==> src/rtl/merge.sv <==
// Bus merge: round-robin arbitration of N_MASTERS native-bus masters onto one slave port.
// The grant is registered and held until the slave returns ready.

`ifndef D
`define D 1'b1
`endif
`ifndef I
`define I 1'b0
`endif
`ifndef BUS_REQ_W
`define BUS_REQ_W(t, aw) (((t) == `D) ? ((aw) + 37) : ((aw) + 1))
`endif
`ifndef BUS_RESP_W
`define BUS_RESP_W 33
`endif

module merge #(
  parameter logic        TYPE      = `D,
  parameter int unsigned N_MASTERS = 2,
  parameter int unsigned ADDR_W    = 32,
  localparam int unsigned REQ_W    = `BUS_REQ_W(TYPE, ADDR_W),
  localparam int unsigned RESP_W   = `BUS_RESP_W,
  localparam int unsigned SEL_W    = (N_MASTERS > 1) ? $clog2(N_MASTERS) : 1
) (
  input  logic                        clk,
  input  logic                        rst,
  input  logic [N_MASTERS*REQ_W-1:0]  m_req,
  output logic [N_MASTERS*RESP_W-1:0] m_resp,
  output logic [REQ_W-1:0]            s_req,
  input  logic [RESP_W-1:0]           s_resp,
  output logic [SEL_W-1:0]            s_sel
);

  typedef enum logic {IDLE, BUSY} state_t;

  state_t               r_state;
  state_t               w_state_nxt;
  logic [SEL_W-1:0]     r_sel;
  logic [SEL_W-1:0]     r_ptr;
  logic [SEL_W-1:0]     w_sel_nxt;
  logic [SEL_W-1:0]     w_ptr_nxt;
  logic [SEL_W-1:0]     w_pick;
  logic [SEL_W-1:0]     w_sel_inc;
  logic [N_MASTERS-1:0] w_valid;
  logic                 w_any;
  int unsigned          w_idx;

  always_comb begin
    w_valid = '0;
    for (int unsigned i = 0; i < N_MASTERS; i++) begin
      w_valid[i] = m_req[i*REQ_W + REQ_W - 1];
    end
  end

  // Scan from r_ptr upward; indices wrap at N_MASTERS, never at 2^SEL_W.
  always_comb begin
    w_any  = 1'b0;
    w_pick = '0;
    w_idx  = 0;
    for (int unsigned k = 0; k < N_MASTERS; k++) begin
      w_idx = (32'(r_ptr) + k) % N_MASTERS;
      if (!w_any && w_valid[w_idx]) begin
        w_any  = 1'b1;
        w_pick = SEL_W'(w_idx);
      end
    end
  end

  assign w_sel_inc = SEL_W'((32'(r_sel) + 1) % N_MASTERS);

  always_ff @(posedge clk) begin
    if (!rst) begin
      r_state <= IDLE;
      r_sel   <= '0;
      r_ptr   <= '0;
    end else begin
      r_state <= w_state_nxt;
      r_sel   <= w_sel_nxt;
      r_ptr   <= w_ptr_nxt;
    end
  end

  always_comb begin
    w_state_nxt = r_state;
    w_sel_nxt   = r_sel;
    w_ptr_nxt   = r_ptr;
    case (r_state)
      IDLE: begin
        if (w_any) begin
          w_state_nxt = BUSY;
          w_sel_nxt   = w_pick;
        end
      end
      BUSY: begin
        if (s_resp[0]) begin
          w_state_nxt = IDLE;
          w_ptr_nxt   = w_sel_inc;
        end
      end
    endcase
  end

  // Only the granted slice is routed; a ready arriving while IDLE goes nowhere.
  always_comb begin
    s_req  = '0;
    m_resp = '0;
    s_sel  = '0;
    if (r_state == BUSY) begin
      s_sel = r_sel;
      for (int unsigned i = 0; i < N_MASTERS; i++) begin
        if (r_sel == SEL_W'(i)) begin
          s_req                       = m_req[i*REQ_W +: REQ_W];
          m_resp[i*RESP_W +: RESP_W]  = s_resp;
        end
      end
    end
  end

endmodule

==> config.mk <==
export PLATFORM = sky130hd
export DESIGN_NAME = merge
export DESIGN_NICKNAME = d
export VERILOG_FILES = /design/src/rtl/merge.sv
export SDC_FILE = /design/constraint.sdc
export NUM_CORES = 1
export LEC_CHECK = 0
export ABC_AREA = 1
export CAP_MARGIN = 20
export CORE_AREA = 3 3 117 119
export CTS_BUF_LIST = sky130_fd_sc_hd__clkbuf_16
export DETAILED_ROUTE_END_ITERATION = 10
export DIE_AREA = 0 0 120 122
export GPL_TIMING_DRIVEN = 0
export SETUP_SLACK_MARGIN = 0.2
export SKIP_CTS_REPAIR_TIMING = 1
export SYNTH_ARGS = -nofsm -noshare
export SYNTH_HDL_FRONTEND = slang
export SYNTH_SLANG_ARGS = --single-unit
==> constraint.sdc <==
create_clock -name clk -period 2.65 [get_ports clk]
set_input_delay 0.795 -clock clk [delete_from_list [all_inputs] [get_ports clk]]
set_output_delay 0.795 -clock clk [all_outputs]
set_load 0.005 [all_outputs]
; ---- After elaboration in Yosys (flattened, before gate mapping)
; Cells that the tools add are included.
; Widths: inputs -> output; s select.
[totals]
register_bits = 3
inputBits = 173
output_inout_bits = 136
elab_cells = 29
[classes]
addsub = 2
order_cmp = 2
n_mux = 17
bitwise_logic = 1
reduce_logical = 4
[op_table]
columns = operator, n
row1 = $mux 69, 2
row2 = $mux 33, 2
row3 = $mux 66, 1
row4 = $mux 1, 11
row5 = $lt 1x2->1 const B, 2
row6 = $reduce_and 2->1, 2
row7 = $add 1x1->1 const B, 2
row8 = $pmux 1 s2, 1
row9 = $logic_and 1x1->1, 1
row10 = $logic_not 1->1, 1
row11 = $not 1->1, 1

; ---- Longest topological paths before layout
; Gate-level depths: netlist of the first run.
[depth]
depth_word = 8
mapped_depth = 6
mapped_depth_nobuf = 6

; ---- Worst setup path after synthesis of the first run
; Ideal clock, no wire load.
[synth_path]
path_type = input port to output port
startpoint = input s_resp[0]
endpoint = output m_resp[33]
t_arrival_ps = 997
required_time_ps = 1855
setup_slack_ps = 858
cell_stages = 2
path_buffers = 0
cell_sequence = nand2_1 -> nor2_1
[synth_between]
elab_chain_cells = 2
[synth_rtl]
columns = element, line_no
row1 = from (decl), 30  ; input logic [RESP_W-1:0] s_resp,
row2 = $mux 33, 111  ; if (r_sel == SEL_W'(i)) begin
row3 = $mux 66, 108  ; if (r_state == BUSY) begin
row4 = to (decl), 28  ; output logic [N_MASTERS*RESP_W-1:0] m_resp,
; Every way passes these cells.

; ---- Final worst setup path of the first run
[layout_path]
startpoint = input m_req[72]
endpoint = output s_req[3]
[layout_between]
elab_chain_cells = 2
[layout_rtl]
columns = element, line_no
row1 = from (decl), 27  ; input logic [N_MASTERS*REQ_W-1:0] m_req,
row2 = $mux 69, 111
row3 = $mux 69, 108
row4 = to (decl), 29  ; output logic [REQ_W-1:0] s_req,
; Every way passes these cells.

==> run_results.csv, run 1 <==
group,metric,value,unit
yosys,synth_area_per_cell,4.04,um2
outcome,status,"complete, no violations",
route,drt_pass1_iterations,4,
worst_setup_path,rr_endpoint,"r_sel$_SDFFE_PN0P_",
floorplanning,core,0.0127,mm2
worst_setup_path,worst_setup_path_end_kind,"output pin",
min_path,worstHoldPathType,"flop to flop",
worst_setup_path,cp_max_fo,1,
cts,htree_levels,1,
route,drc,0,
power_and_ir_drop,power.leakage,0.00447,uW
timing,worst_slew_pin_slew,0.482,ns
timing,fin_tns_setup,0,ns
finish,drive_above_1_share,4.82,%
yosys,synth_xor_area_share,0,%
yosys,synth_top_family_by_area,"simple AND/OR/NAND/NOR gates",
yosys,yosysTopAreaCell,"nand2_1",
place,gp_congestion,0.908,
timing,fin_crit_sh,91.5,%
cts,clock_path_buffers,2,
route,routedWlPerCell,14.1,um
cts,cts_num_sinks,3,
floorplanning,die_area,0.0146,mm2
worst_setup_path,worstPathRequired,1.86,ns
yosys,synth_top_cell_area_share,56.7,%
yosys,muxShareOfSynthArea,0,%
timing,finClkSkew,0.00194,ns
worst_setup_path,cp-endpoint,"s_req[3]",
yosys,synth_area_leaders,"nand2_1 (57%), nor2_1 (18%), inv_1 (9.8%)",
finish,area_growth,268,%
floorplanning,die_x,120,um
worst_setup_path,cp-startpoint,"m_req[72]",
timing,hold_viol_final,0,
yosys,synth_nets,522,
yosys,synthSimpleGateAreaFrac,76.8,%
route,viasPerCell,3.84,
job,maxCapViolCount,0,
yosys,synthAdderAreaFrac,0,%
global_routing,grt_max_degree,11,
worst_setup_path,rrSetupSlack,1.55,ns
yosys,synth_cell_types,14,
place,dp_hpwl,10.2,mm
worst_setup_path,arrival,1.63,ns
floorplanning,start_util,11.1,%
timing,maxSlewViolCount,0,
yosys,synth_seq_cells,3,
floorplanning,die_h,122,um
route,finalWirelength,11.8,mm
worst_setup_path,worstSetupPathType,"input port to output pin",
place,io_buffers,308,
yosys,synthesis.area,0.00141,mm2
min_path,whs_path_depth,2,
timing,period_minus_slack,2.42,ns
cts,clk_latency,0.22,ns
finish,fin_nets,838,
route,postRouteAntennaNets,0,
cts,cts_root_buffer,"clkbuf_16",
yosys,syn_inst,349,
worst_setup_path,reg2regPathDepth,6,
timing,grt_setup_unrepaired,"false",
timing,max_freq,0.412,GHz
power_and_ir_drop,ir_drop,0.000150,V
global_routing,grt_pass1_wl,16.2,mm
timing,slew_headroom,67.9,%
global_routing,gr-total-overflow,0,
power_and_ir_drop,p_per_area,191,mW/mm2
cts,clk_pin_slew,0.03,ns
global_routing,grt_pass1_vias,3202,
global_routing,antenna_found_initial,0,
floorplanning,row_count,41,
finish,layout.cells.non_filler,836,
yosys,synth_compound_area_share,0.710,%
timing,setup_viol,0,
yosys,ys_seq_area_share,4.26,%
route,vias,3207,
worst_setup_path,r2r-start,"r_state$_SDFF_PN0_",
global_routing,grt_usage,13.7,%
cts,cts_inserted_buffers,3,
route,dr.first_iter.drc_count,85,
finish,antenna_cells,0,
cts,tritoncts,"yes",
floorplanning,ioPinCount,309,
place,placed_cells,829,
yosys,yosysWarnings,0,
worst_setup_path,startpoint_type,"input port",
[power breakdown]
| group | internal [uW] | switching, uW | total, uW |
|---|---|---|---|
| clock network | 195 | 41.0 | 236 |
| logic | 450 | 253 | 703 |
| registers | 49.5 | 4.88 | 54.4 |
| total | 694 | 299 | 993 |
[cell type report]
cell class	count	area, um2
clock inverter	1	3.75
clock buffer	3	75.1
inverter	39	149
multi-input combinational	287	1110
sequential	3	62.6
tap	172	215
buffer	20	130
timing repair buffer	311	3440
fill	1312	7490
[registers in the layout, indices dropped and copies added, names as in the netlist]
register / count
r_ptr: 1
r_sel: 1
r_state: 1
[how the worst min path moves through the flow]
stage | slack (ns) | endpoint | start
detailed placement | 0.51 | r_ptr$_SDFFE_PN0P_ | r_ptr$_SDFFE_PN0P_
global route | 0.54 | r_ptr$_SDFFE_PN0P_ | r_ptr$_SDFFE_PN0P_
CTS | 0.52 | r_ptr$_SDFFE_PN0P_ | r_ptr$_SDFFE_PN0P_
finish | 0.51 | r_ptr$_SDFFE_PN0P_ | r_ptr$_SDFFE_PN0P_
global placement | 0.51 | r_ptr$_SDFFE_PN0P_ | r_ptr$_SDFFE_PN0P_
floorplan | 0.48 | r_ptr$_SDFFE_PN0P_ | r_ptr$_SDFFE_PN0P_
[layer usage]
layer | global-route usage (%) | share of wire (%)
met1 | 13.9 | 35
met2 | 27.7 | 54
met3 | 3.71 | 8.9
met4 | 3.15 | 1.5
met5 | 0 | 0
[worst max-delay path, cell delays in order]
cell,delay (ns)
clkdlybuf4s50_1,0.45
nand2_1,0.05
nand2_1,0.07
dlymetal6s2s_1,0.27
[metrics by stage]
| stage | hold WS [ns] | power (uW) | instance area (um2) | util, % | setup WS [ns] |
|---|---|---|---|---|---|
| 3_3_place_gp | 0.508 | 779 | 4710 | 37.2 | -0.175 |
| 5_1_grt | 0.545 | 1060 | 5180 | 40.9 | 0.201 |
| 2_1_floorplan | 0.484 | 230 | 1410 | - | 0.858 |
| 6_report | 0.513 | 993 | 5180 | 40.9 | 0.225 |
| 4_1_cts | 0.518 | 1030 | 4790 | 37.8 | -0.217 |
| 3_5_place_dp | 0.509 | 787 | 4710 | 37.2 | -0.210 |
[cells by family after synthesis]
family	count (synthesis)
compound gates	2
buf+inv	59
flops	3
simple gates	285
[cells in the mapped netlist]
cell	n
nand2_1	213
nor2_1	68
inv_1	37
buf_2	11
buf_4	6
dfxtp_1	3
a21oi_1	2
clkbuf_1	2
inv_2	2
buf_1	1
nand2_2	1
nand3_1	1
nor2_4	1
nor3_1	1
[cells in the final DEF (no fill, tap or decap), types with 2 or more instances in the layout]
master           count
nand2_1            212
clkdlybuf4s50_1    172
dlymetal6s2s_1     135
nor2_1              67
inv_1               38
buf_4               10
buf_2                5
clkbuf_4             3
clkbuf_16            3
nor2_4               2
buf_6                2
clkbuf_1             2
a21oi_1              2
dfxtp_2              2
Note: power is estimated with default switching activity, not from simulation.
==> run 2: changes to the inputs <==
--- a/config.mk
+++ b/config.mk
@@ -11,9 +11,9 @@
 export CTS_BUF_LIST = sky130_fd_sc_hd__clkbuf_16
 export DETAILED_ROUTE_END_ITERATION = 10
 export DIE_AREA = 0 0 120 122
+export GPL_ROUTABILITY_DRIVEN = 0
 export GPL_TIMING_DRIVEN = 0
 export SETUP_SLACK_MARGIN = 0.2
-export SKIP_CTS_REPAIR_TIMING = 1
 export SYNTH_ARGS = -nofsm -noshare
 export SYNTH_HDL_FRONTEND = slang
 export SYNTH_SLANG_ARGS = --single-unit
==> run 2 against run 1 <==
  * Die area stayed put
  * Largest power group unchanged
  * Clock-buffer cell count unchanged
  * Routed wire length fell by 5.2%
  * Flip-flop and latch count unchanged
  * Via count fell by 1.4%
  * Clock power barely moved
  * First-iteration DRC count increased by 22%
  * Non-clock buffer count decreased by 1
  * Critical path depth unchanged
  * Final cell count fell by 0.12%
  * Hold slack is essentially flat
==> run_results.csv, run 2 (synthesis gave the netlist of run 1 again) <==
group,metric,value,unit
route,vias,3161,
finish,multi_input_area,0.00111,mm2
route,routedWlPerCell,13.4,um
route,wl_met2,5.96,mm
finish,largestRegisters,"r_ptr: 1 flops, r_sel: 1 flops, r_state: 1 flops",
route,wl_met1,4.08,mm
global_routing,grt_max_degree,11,
power_and_ir_drop,power.share.clock,25.0,%
global_routing,gr-total-overflow,0,
cts,cts_num_sinks,3,
floorplanning,start_util,11.1,%
outcome,status,"complete, no violations",
finish,finalInstanceArea,0.00459,mm2
route,postRouteAntennaNets,0,
min_path,whs_path_depth,2,
timing,hold_viol_final,0,
worst_setup_path,arrival,1.66,ns
timing,grt_setup_unrepaired,"true",
place,io_buffers,308,
floorplanning,core,0.0127,mm2
finish,area_growth,226,%
route,drt_pass1_iterations,6,
cts,cts_inserted_buffers,3,
power_and_ir_drop,switching_share,31.6,%
floorplanning,ioPinCount,309,
timing,finClkSkew,0.00201,ns
finish,mostFrequentLayoutCell,"nand2_1",
route,finalWirelength,11.2,mm
worst_setup_path,worst_setup_path_end_kind,"output pin",
timing,period_minus_slack,2.46,ns
floorplanning,die_area,0.0146,mm2
worst_setup_path,cp_max_fo,2,
cts,cts_root_buffer,"clkbuf_16",
power_and_ir_drop,power.leakage,0.00254,uW
worst_setup_path,startpoint_type,"input port",
cts,clock_path_buffers,2,
place,placed_area,0.00471,mm2
finish,antenna_cells,0,
cts,cts_hold_buffers,0,
floorplanning,die_x,120,um
timing,maxSlewViolCount,0,
floorplanning,row_count,41,
finish,nFillCells,1369,
power_and_ir_drop,p_sw,297,uW
timing,worst_slew_pin_slew,0.468,ns
power_and_ir_drop,p_int,644,uW
worst_setup_path,worstPathRequired,1.86,ns
place,placed_cells,829,
finish,layout.cells.non_filler,835,
timing,slew_headroom,68.8,%
cts,clk_latency,0.22,ns
job,maxCapViolCount,0,
place,dp_hpwl,10.2,mm
power_and_ir_drop,power_frac_seq,5.8,%
finish,fin_nets,837,
route,dr.first_iter.drc_count,104,
worst_setup_path,worstSetupPathType,"input port to output pin",
finish,drive_above_1_share,11.5,%
min_path,hold_start,"r_ptr$_SDFFE_PN0P_",
global_routing,grt_usage,13.8,%
route,drc,0,
finish,final_util,36.3,%
power_and_ir_drop,p_per_area,205,mW/mm2
global_routing,antenna_found_initial,0,
route,highest_layer,"met4",
timing,max_freq,0.407,GHz
timing,setup_viol,0,
power_and_ir_drop,ir_drop,0.000154,V
power_and_ir_drop,p_comb_share,69.2,%
timing,fin_crit_sh,92.7,%
min_path,worstHoldPathType,"flop to flop",
cts,tritoncts,"yes",
worst_setup_path,reg2regPathDepth,7,
finish,most-common-layout-cells,"nand2_1 (212), clkdlybuf4s50_1 (169), nor2_1 (65)",
route,dr_wl_met3,959,um
floorplanning,die_h,122,um
cts,htree_levels,1,
cts,clk_pin_slew,0.03,ns
finish,seq_area,62.6,um2
global_routing,grt_pass1_wl,16.2,mm
worst_setup_path,r2r-start,"r_state$_SDFF_PN0_",
worst_setup_path,cp-startpoint,"s_resp[23]",
route,viasPerCell,3.79,
global_routing,grt_pass1_vias,3184,
[run 2: changes by cell type in the layout (fill, tap and decap cells not counted), moves of 6 or more]
cell             change
clkbuf_2            +36
dlygate4sd2_1       +44
clkdlybuf4s15_1     +50
dlymetal6s2s_1     -134
buf_2                +6
[run 2: timing repair]
item                       CTS  global route
resized for setup          171           124
setup endpoints to repair  136            91
pin swaps                    2             2
buffers inserted             2             0
[run 2: per-stage QoR]
step	hold WS [ns]	setup slack (ns)	TNS, ns	power, uW
after floorplan	0.484	0.858	0	230
after global placement	0.508	-0.175	-5.74	779
after detailed placement	0.509	-0.210	-6.91	787
after CTS	0.518	0.193	0	958
after global routing	0.545	0.155	0	1010
final	0.513	0.195	0	941
[run 2: final cells by class]
cell class              instances  area share (%)
plain buffers                  20            2.72
multi-input cells             287            24.1
well taps                     172            4.68
flip-flops and latches          3            1.36
clock inverters                 1          0.0817
clock buffers                   3            1.63
inverters                      39            3.24
repair buffers                310            62.2
[run 2: final timing paths]
kind                             end  slack, ns
setup / recovery          m_resp[23]       0.19
hold / removal    r_ptr$_SDFFE_PN0P_       0.51
setup reg to reg  r_sel$_SDFFE_PN0P_       1.50
hold reg to reg   r_ptr$_SDFFE_PN0P_       0.51
[run 2: power by group through the flow]
stage | Clock [uW] | Sequential (uW) | Combinational [uW]
floorplan | 0 | 52.6 | 178
CTS | 241 | 54.3 | 664
detailed placement | 0 | 53.3 | 734
global route | 244 | 54.9 | 713
global placement | 0 | 53.0 | 726
finish | 236 | 54.3 | 651
[run 2: routing by layer]
layer,track usage (%),vias up
li1,-,1621
met1,13.7,1355
met2,28.0,177
met3,3.76,8
met4,3.15,0
met5,0,-
[run 2: critical path, cell delays in order]
cell and delay, ns:
clkdlybuf4s50_1 0.45, inv_1 0.05, nor2_1 0.13, clkdlybuf4s15_2 0.23
==> patch (flow settings as in run 1) <==
Set the parameter `N_MASTERS` to 1 (it was 2). Comments in the files are not updated.
--- a/src/rtl/merge.sv
+++ b/src/rtl/merge.sv
@@ -17,5 +17,5 @@
 module merge #(
   parameter logic        TYPE      = `D,
-  parameter int unsigned N_MASTERS = 2,
+  parameter int unsigned N_MASTERS = 1,
   parameter int unsigned ADDR_W    = 32,
   localparam int unsigned REQ_W    = `BUS_REQ_W(TYPE, ADDR_W),
Ports: changed (resized m_req and m_resp); port bits go from 309 to 207. The function was not compared with the original's and may differ.
==> patch against run 1 <==
Sequential cell count decreased by 2. First-iteration DRC count shrank 58%. Power decreased by 56%. Worst setup slack gained 0.096 ns. Synthesized area fell by 37%. Via count is 45% lower. Final cell count is 28% lower. Final area decreased by 34%. Wire length is 49% lower. Register-to-register slack better by 0.23 ns.
==> patch: results (changes against run 1) <==
| Metric | Value |
|---|---|
| P_comb | 0.421 mW (was 0.703 mW) |
| GP Congestion | 0.691 (was 0.908) |
| All-Layer GR Usage | 0.0671 (was 0.137) |
| DP Worst Slack | -0.0688 ns (was -0.210 ns) |
| Final worst path period share | 0.879 (was 0.915) |
| Outcome | completed (unchanged) |
| Min-delay src | r_state$_SDFF_PN0_ (was r_ptr$_SDFFE_PN0P_) |
| Hold EP | r_state$_SDFF_PN0_ (was r_ptr$_SDFFE_PN0P_) |
| Worst Hold Slack | 0.698 ns (was 0.513 ns) |
| Crit path DAT | 1.53 ns (was 1.63 ns) |
| # fillers | 1,427 (was 1,312) |
| Drt pass-1 iters | 4 (unchanged) |
| Vias in the first global route | 1,667 (was 3,202) |
| WL final | 5.98 mm (was 11.8 mm) |
| CP Max Fanout | 2 (was 1) |
| Clk slew on worst S/H paths | 0 ns (was 0.03 ns) |
| Most frequent cells after synthesis | nand2_1 (103), inv_1 (102), buf_4 (9) (was nand2_1 (213), nor2_1 (68), inv_1 (37)) |
| Tot Pwr | 0.439 mW (was 0.993 mW) |
| Critical Path Start | m_req[68] (was m_req[72]) |
| DP HPWL | 5.10 mm (was 10.2 mm) |
| Net Sw Power | 0.141 mW (was 0.299 mW) |
| Clk. pwr | 0 mW |
| Syn nets | 325 (was 522) |
| Static Leak | 3.54 nW (was 4.47 nW) |
| Via density | 2.95 (was 3.84) |
| Reg2reg setup slack | 1.78 ns (was 1.55 ns) |
| Hold Path Depth | 3 (was 2) |
| GR Layer Usage met2 | 0.135 (was 0.277) |
| Biggest regs | r_state (1) (was r_ptr (1), r_sel (1), r_state (1)) |
| Initial detailed-routing violation count | 36 (was 85) |
| Worst vdd ir | 0.0000374 V (was 0.000150 V) |
| Synth top area cells | nand2_1 (44%), inv_1 (43%), buf_4 (7.6%) (was nand2_1 (57%), nor2_1 (18%), inv_1 (9.8%)) |
| Met3 GRT Util | 0.0176 (was 0.0371) |
| Worst-Skew Late Latency | 0 ns (was 0.22 ns) |
| RR Endpoint | r_state$_SDFF_PN0_ (was r_sel$_SDFFE_PN0P_) |
| Port-buffer cells | 205 (was 308) |
| FF-to-FF Start | r_state$_SDFF_PN0_ (unchanged) |
| Critical path capture point | s_req[68] (was s_req[3]) |
| Area post-placement | 0.00315 mm^2 (was 0.00471 mm^2) |
| First-pass GRT wire length | 8.18 mm (was 16.2 mm) |
| Reg2reg path depth | 4 (was 6) |
| Detailed-route via count | 1,767 (was 3,207) |
| Antenna cells | 0 (unchanged) |
| Clk_skew | 0 ns (was 0.00194 ns) |
| Top_reg_cell synth | dfxtp_1 (unchanged) |
| Final nets | 532 (was 838) |
| Mapped Cells | 221 (was 349) |
| Distinct cells, synth | 7 (was 14) |
| Met1 Use GR | 0.0742 (was 0.139) |
| Layout cells sized above 1 | 0.0282 (was 0.0482) |
| Register area share after synthesis | 0.0227 (was 0.0426) |
[patch: cell count changes in the layout (fill, tap and decap cells not counted), sizes merged, moves of 2 or more]
cell and delta:
nand2 -111, buf -6, inv +62, clkbuf -9, dfxtp -2, nor2 -67, a21oi -2, clkdlybuf4s50 -69
dlymetal6s2s -33
[patch: cell families after synthesis]
group,after synthesis,synth area share
buffers and inverters,114,0.527
other,1,0.00425
DFF,1,0.0227
and+or+nand+nor,105,0.446
[patch: layer usage]
layer  part of all wire  up-vias
li1                   -      957
met3               0.10        0
met1               0.37      711
met2               0.53       99
met4                  0        0
met5                  0        -
[patch: final cells by class]
cell class	instances	area (um^2)	share of cell area
Buffer	12	82.6	0.0242
Inverter	102	383	0.112
Multi-Input combinational cell	106	398	0.117
Sequential cell	1	20.0	0.00588
Tap cell	172	215	0.0632
Timing Repair Buffer	205	2310	0.677
[patch: worst max-delay path, cell delays in order]
cell,delay [ns]
clkdlybuf4s50_1,0.49
nand2_1,0.06
inv_1,0.06
dlymetal6s2s_1,0.13
